`src/rtl/rgb_pwm_driver.sv`:
```
// Three-channel active-low LED PWM driver with a one-word colour buffer.
// New duties take effect only at period boundaries, so a period is never split.
module rgb_pwm_driver #(
  parameter int PRESCALE = 47
) (
  input  logic       clk,
  input  logic       rst,
  input  logic       en,
  input  logic       in_valid,
  output logic       in_ready,
  input  logic [7:0] in_r,
  input  logic [7:0] in_g,
  input  logic [7:0] in_b,
  output logic       period_start,
  output logic       RGB_R,
  output logic       RGB_G,
  output logic       RGB_B
);

  localparam int PW = (PRESCALE > 1) ? $clog2(PRESCALE) : 1;
  localparam logic [PW-1:0] PRESC_MAX = PW'(PRESCALE - 1);

  logic [PW-1:0] presc;
  logic [7:0]    pwm_cnt;
  logic [7:0]    duty_r, duty_g, duty_b;
  logic [7:0]    pend_r, pend_g, pend_b;
  logic          pend_full;
  logic          tick, boundary, handshake;

  // Active-low LED level for one channel; off whenever disabled.
  function automatic logic led_level(input logic ena, input logic [7:0] cnt,
                                     input logic [7:0] duty);
    return ~(ena && (cnt < duty));
  endfunction

  assign tick      = (presc == PRESC_MAX);
  assign boundary  = tick && (pwm_cnt == 8'd255);
  assign in_ready  = !pend_full && !rst;
  assign handshake = in_valid && in_ready;

  // Timebase: prescaler feeding the free-running 8-bit PWM counter.
  always_ff @(posedge clk) begin
    if (rst) begin
      presc   <= '0;
      pwm_cnt <= 8'd0;
    end else begin
      if (tick) begin
        presc   <= '0;
        pwm_cnt <= pwm_cnt + 8'd1;
      end else begin
        presc   <= presc + PW'(1);
      end
    end
  end

  // Pending buffer and active duties; a handshake needs pend_full=0, so it
  // can never collide with a transfer and lands in pending even on a boundary.
  always_ff @(posedge clk) begin
    if (rst) begin
      pend_full <= 1'b0;
      pend_r    <= 8'd0;
      pend_g    <= 8'd0;
      pend_b    <= 8'd0;
      duty_r    <= 8'd0;
      duty_g    <= 8'd0;
      duty_b    <= 8'd0;
    end else if (boundary && pend_full) begin
      duty_r    <= pend_r;
      duty_g    <= pend_g;
      duty_b    <= pend_b;
      pend_full <= 1'b0;
    end else if (handshake) begin
      pend_r    <= in_r;
      pend_g    <= in_g;
      pend_b    <= in_b;
      pend_full <= 1'b1;
    end
  end

  // Registered outputs: period marker and LED channels.
  always_ff @(posedge clk) begin
    if (rst) begin
      period_start <= 1'b0;
      RGB_R        <= 1'b1;
      RGB_G        <= 1'b1;
      RGB_B        <= 1'b1;
    end else begin
      period_start <= boundary;
      RGB_R        <= led_level(en, pwm_cnt, duty_r);
      RGB_G        <= led_level(en, pwm_cnt, duty_g);
      RGB_B        <= led_level(en, pwm_cnt, duty_b);
    end
  end

endmodule

```
`config.mk`:
```
export PLATFORM = sky130hd
export DESIGN_NAME = rgb_pwm_driver
export DESIGN_NICKNAME = d
export VERILOG_FILES = /design/src/rtl/rgb_pwm_driver.sv
export SDC_FILE = /design/constraint.sdc
export NUM_CORES = 1
export LEC_CHECK = 0
export ABC_AREA = 1
export BUFFER_PORTS_ARGS = -buffer_cell sky130_fd_sc_hd__buf_2
export CELL_PAD_IN_SITES_DETAIL_PLACEMENT = 0
export CELL_PAD_IN_SITES_GLOBAL_PLACEMENT = 2
export CORE_UTILIZATION = 38
export DETAILED_ROUTE_END_ITERATION = 8
export PLACE_DENSITY = 0.9
export SLEW_MARGIN = 25
export SYNTH_ARGS = -nofsm -noshare
export SYNTH_HDL_FRONTEND = slang
export SYNTH_SLANG_ARGS = --single-unit
```
`constraint.sdc`:
```
create_clock -name clk -period 4.17 [get_ports clk]
set_input_delay 0.6255 -clock clk [delete_from_list [all_inputs] [get_ports clk]]
set_output_delay 0.6255 -clock clk [all_outputs]
set_load 0.005 [all_outputs]
```
### Word-level counts from Yosys, hierarchy flattened

Cells that the tools add are included.

* input bits: 28
* word-level logic and storage cells: 36
* output and inout port bits: 5
* bits in registers: 67

* order comparisons: 3
* reductions and logical operators: 12
* equality and inequality tests: 2
* add/subtract/negate cells: 2
* bitwise gates (word level): 4

Operators by type and width (count)
* $lt A8 B8 Y1: 3
* $add A8 B1 Y8 const B: 1
* $eq A8 B8 Y1 const B: 1
* $logic_and A1 B1 Y1: 7
* $add A6 B1 Y6 const B: 1
* $eq A6 B6 Y1 const B: 1
* $not A1 Y1: 4
* $reduce_or A2 Y1: 2
* $logic_not A1 Y1: 2
* $reduce_and A2 Y1: 1

### Longest topological paths before layout

* depth in word-level cells: 5
* gate-level depth with buffers: 9
* depth with buffers taken out: 8

### Worst setup path before layout

Ideal clock, no wire load.

* path kind: input port to output port
* start: input port rst
* end: output port in_ready
* cell stages on the path: 3
* path buffers: 2
* arrival time: 1.127 ns
* required time: 3.544 ns
* slack: 2.417 ns
* path through: buf_2 buf_2 nor2_1

* cells in the longest elaborated chain, start to end: 2

Ends and longest elaborated chain
* from (decl): line 7 `input logic rst,`
* $logic_not A1 Y1: line 38 `assign in_ready = !pend_full && !rst;`
* $logic_and A1 B1 Y1: line 38
* to (decl): line 10 `output logic in_ready,`

No other way between the ends.

### Worst setup path in the final report

* start: register pend_full
* end: output port in_ready

* cells in the longest elaborated chain, start to end: 2

Ends and longest elaborated chain
* from (decl): line 27 `logic pend_full;`
* from (signal assigned): line 60 `pend_full <= 1'b0;`
* from (signal assigned): line 71 `pend_full <= 1'b0;`
* from (signal assigned): line 76 `pend_full <= 1'b1;`
* $logic_not A1 Y1: line 38
* $logic_and A1 B1 Y1: line 38

No other way between the ends.

==> load_flow_metrics.sql <==
INSERT INTO impl_metrics (metric_group, metric, value, unit) VALUES
('grt', 'grt_pass1_wl', '11600', 'µm'),
('clock_tree', 'cts_root_buf', 'clkbuf_8', ''),
('setup_path', 'worstPathRequired', '3540', 'ps'),
('route', 'via_count', '2548', ''),
('route', 'routed_wirelength', '6670', 'µm'),
('pwr', 'p_leak', '1.44', 'nW'),
('clock_tree', 'cts.repair_timing.setup_buffer_count', '0', ''),
('setup_path', 'worst_setup_path_end_kind', 'primary output', ''),
('synthesis', 'synth_sequential_area_ratio', '39.7', '%'),
('grt', 'grt_antenna_before_repair', '0', ''),
('setup_path', 'critical_path.max_fanout', '14', ''),
('pwr', 'post-layout-total-power', '1.38', 'mW'),
('setup_path', 'cp-start-kind', 'flip-flop', ''),
('timing', 'final.min_clock_period', '2020', 'ps'),
('final_layout', 'post_route_cells_drive_above_1_share', '25.7', '%'),
('timing', 'setup_viol_count_final', '0', ''),
('clock_tree', 'number_of_buffers_inserted_during_clock_tree_synthesis', '9', ''),
('setup_path', 'timing.critical_path.from', 'pend_full$_SDFFE_PP0P_', ''),
('die', 'initial_core_util', '38.9', '%'),
('place', 'dp_cells', '532', ''),
('hold_path', 'worstHoldPathType', 'reg2reg', ''),
('final_layout', 'final.fill_count', '922', ''),
('timing', 'final-max-slew-violation-count', '0', ''),
('final_layout', 'final_cells', '548', ''),
('synthesis', 'synth_area_leader_cell', 'dfxtp_1', ''),
('clock_tree', 'clk_latency', '340', 'ps'),
('die', 'placement_rows', '34', ''),
('timing', 'slew-limit-headroom', '38.8', '%'),
('grt', 'globalRoute.totalOverflow', '0', ''),
('place', 'place.gp.congestion', '0.714', ''),
('place', 'place_hpwl', '4480', 'µm'),
('final_layout', 'insertedDiodeCount', '0', ''),
('grt', 'grt.total_usage', '16.7', '%'),
('timing', 'tightest_slew', '913', 'ps'),
('clock_tree', 'ctsHtreeMaxLevel', '3', ''),
('final_layout', 'fin_nets', '487', ''),
('hold_path', 'min-delay-start', 'duty_g[0]$_SDFFE_PP0P_', ''),
('hold_path', 'hold-path-cell-count', '2', ''),
('clock_tree', 'cts-root-to-sink-buffers', '2', ''),
('synthesis', 'post_synth_main_area_contributors', 'dfxtp_1, nand2_1, ha_1', ''),
('synthesis', 'yosysTopAreaCellShare', '39.7', '%'),
('flow_run', 'cap_violations', '0', ''),
('pwr', 'peakVddDrop', '0.196', 'mV'),
('die', 'design.die.area', '9260', 'µm²'),
('die', 'floorplan.die.height', '96.3', 'µm'),
('route', 'drt-wirelength-per-cell', '12.2', 'µm'),
('synthesis', 'post_synth.cell_area_avg', '8.29', 'µm²'),
('clock_tree', 'cts_resized', '0', ''),
('synthesis', 'synthesis.nets', '459', ''),
('final_layout', 'ff_latch_area', '1340', 'µm²'),
('pwr', 'pwr_density_cell', '364', 'nW/µm²'),
('outcome', 'run_status', 'finished, final reports clean', ''),
('timing', 'grt_setup_unrepaired', 'false', ''),
('synthesis', 'synth_seq_cells', '67', ''),
('final_layout', 'multi_input_comb_area', '1740', 'µm²'),
('setup_path', 'criticalPathCategory', 'reg2out', ''),
('grt', 'grt_pass1_vias', '2436', ''),
('timing', 'finalSetupTns', '0', 'ps'),
('grt', 'grt_start_max_net_pins', '49', ''),
('timing', 'highest_attainable_clock_frequency', '496', 'MHz'),
('route', 'route.antenna.remaining_nets', '0', ''),
('die', 'floorplan.die.width', '96.3', 'µm'),
('setup_path', 'timing.rr.end', 'duty_b[7]$_SDFFE_PP0P_', ''),
('timing', 'finClkSkew', '8.89', 'ps'),
('die', 'ioPinCount', '33', ''),
('route', 'dr.pass1.iters', '4', ''),
('setup_path', 'r2r_setup_slack', '2210', 'ps'),
('place', 'port_buffers', '32', ''),
('hold_path', 'hold_path_end', 'duty_g[0]$_SDFFE_PP0P_', ''),
('route', 'drt-initial-drc-count', '69', ''),
('setup_path', 'timing.rr.start', 'pwm_cnt[1]$_SDFFE_PP0P_', '');
-- how the worst max path moves through the flow --
stage,endpoint,depth (start not counted)
global placement,presc[5]$_SDFF_PP0_,5
CTS,in_ready,2
global route,duty_b[7]$_SDFFE_PP0P_,7
finish,in_ready,2
detailed placement,presc[5]$_SDFF_PP0_,5
floorplan,in_ready,3
-- per-stage QoR --
stage                     hold slack (ps)  setup WS, ps  utilization (%)  instance area (µm²)
final                                 469          2150             43.7                 3790
after global routing                  482          2050             43.7                 3790
after CTS                             461          2110             43.7                 3790
after detailed placement              456          1890             41.0                 3550
after global placement                448          1950             41.0                 3550
after floorplan                       430          2420                -                 3380
-- logic make-up (layout without fill, tap and decap cells) --
kind of cell / Yosys count / count (layout) / synth area share (%)
XOR/XNOR: 3 / 3 / 0.778
buffers and inverters: 59 / 92 / 8.86
adder cells (fa/ha/maj): 24 / 24 / 8.90
AO/OA/AOI/OAI: 74 / 74 / 13.6
flip-flops: 67 / 67 / 39.7
AND/OR/NAND/NOR: 180 / 180 / 28.1
-- placed cells by master, fill, tap and decap left out, drive strengths merged --
master	instances
nand2	112
dfxtp	67
inv	41
a21oi	37
buf	35
nand3	32
o21ai	32
nor2	27
ha	24
clkbuf	11
nand3b	3
a211oi	3
xor2	2
nor3	2
bufinv	2
clkinvlp	2
nand4	2
nor3b	2
xnor2	1
clkinv	1
o21bai	1
o211a	1
-- flip-flops by register name, summed over array words and instances, names as in the netlist --
name,flops
duty_b,8
duty_g,8
duty_r,8
pend_b,8
pend_g,8
pend_r,8
pwm_cnt,8
presc,6
RGB_B,1
RGB_G,1
RGB_R,1
pend_full,1
period_start,1
-- layout make-up --
type,count,area share [%]
Tap cell,108,3.57
Inverter,41,4.06
Timing Repair Buffer,35,4.82
Sequential cell,67,35.4
Multi-Input combinational cell,281,46.0
Clock buffer,11,3.99
Clock inverter,5,2.21
-- critical path, cell delays in order (launching register included) --
cell,delay (ps)
dfxtp_1,800
nor2_1,100
buf_2,150
-- layer usage --
layer  part of all wire [%]  global-route usage [%]
met2                     42                    24.6
met3                    2.9                    3.08
met5                      0                       0
met1                     54                    23.4
met4                    1.7                    7.46
-- Yosys cell counts --
cell type	n
buf_12	2
a21oi_2	20
buf_2	3
nor3b_2	1
o21ai_0	18
buf_4	3
nand3_1	12
xnor2_1	1
nand2_4	1
nand3b_1	3
nand3_2	20
ha_1	24
o21bai_1	1
dfxtp_1	67
clkbuf_1	6
nand2_2	13
o21ai_1	14
nand4_1	1
nor2_4	4
a21oi_1	17
xor2_1	2
nor3_1	2
a211oi_1	3
buf_6	4
inv_1	40
o211a_1	1
nor2_1	22
nor2_8	1
inv_2	1
nor3b_1	1
nand2_1	98
nand4_4	1
-- power by group --
part           total [mW]  switching, mW  internal, mW
Clock               0.640          0.269         0.372
Sequential          0.676         0.0177         0.659
Combinational      0.0642         0.0387        0.0255
Total                1.38          0.325          1.06
No activity file was read; power rests on OpenSTA's default activity.
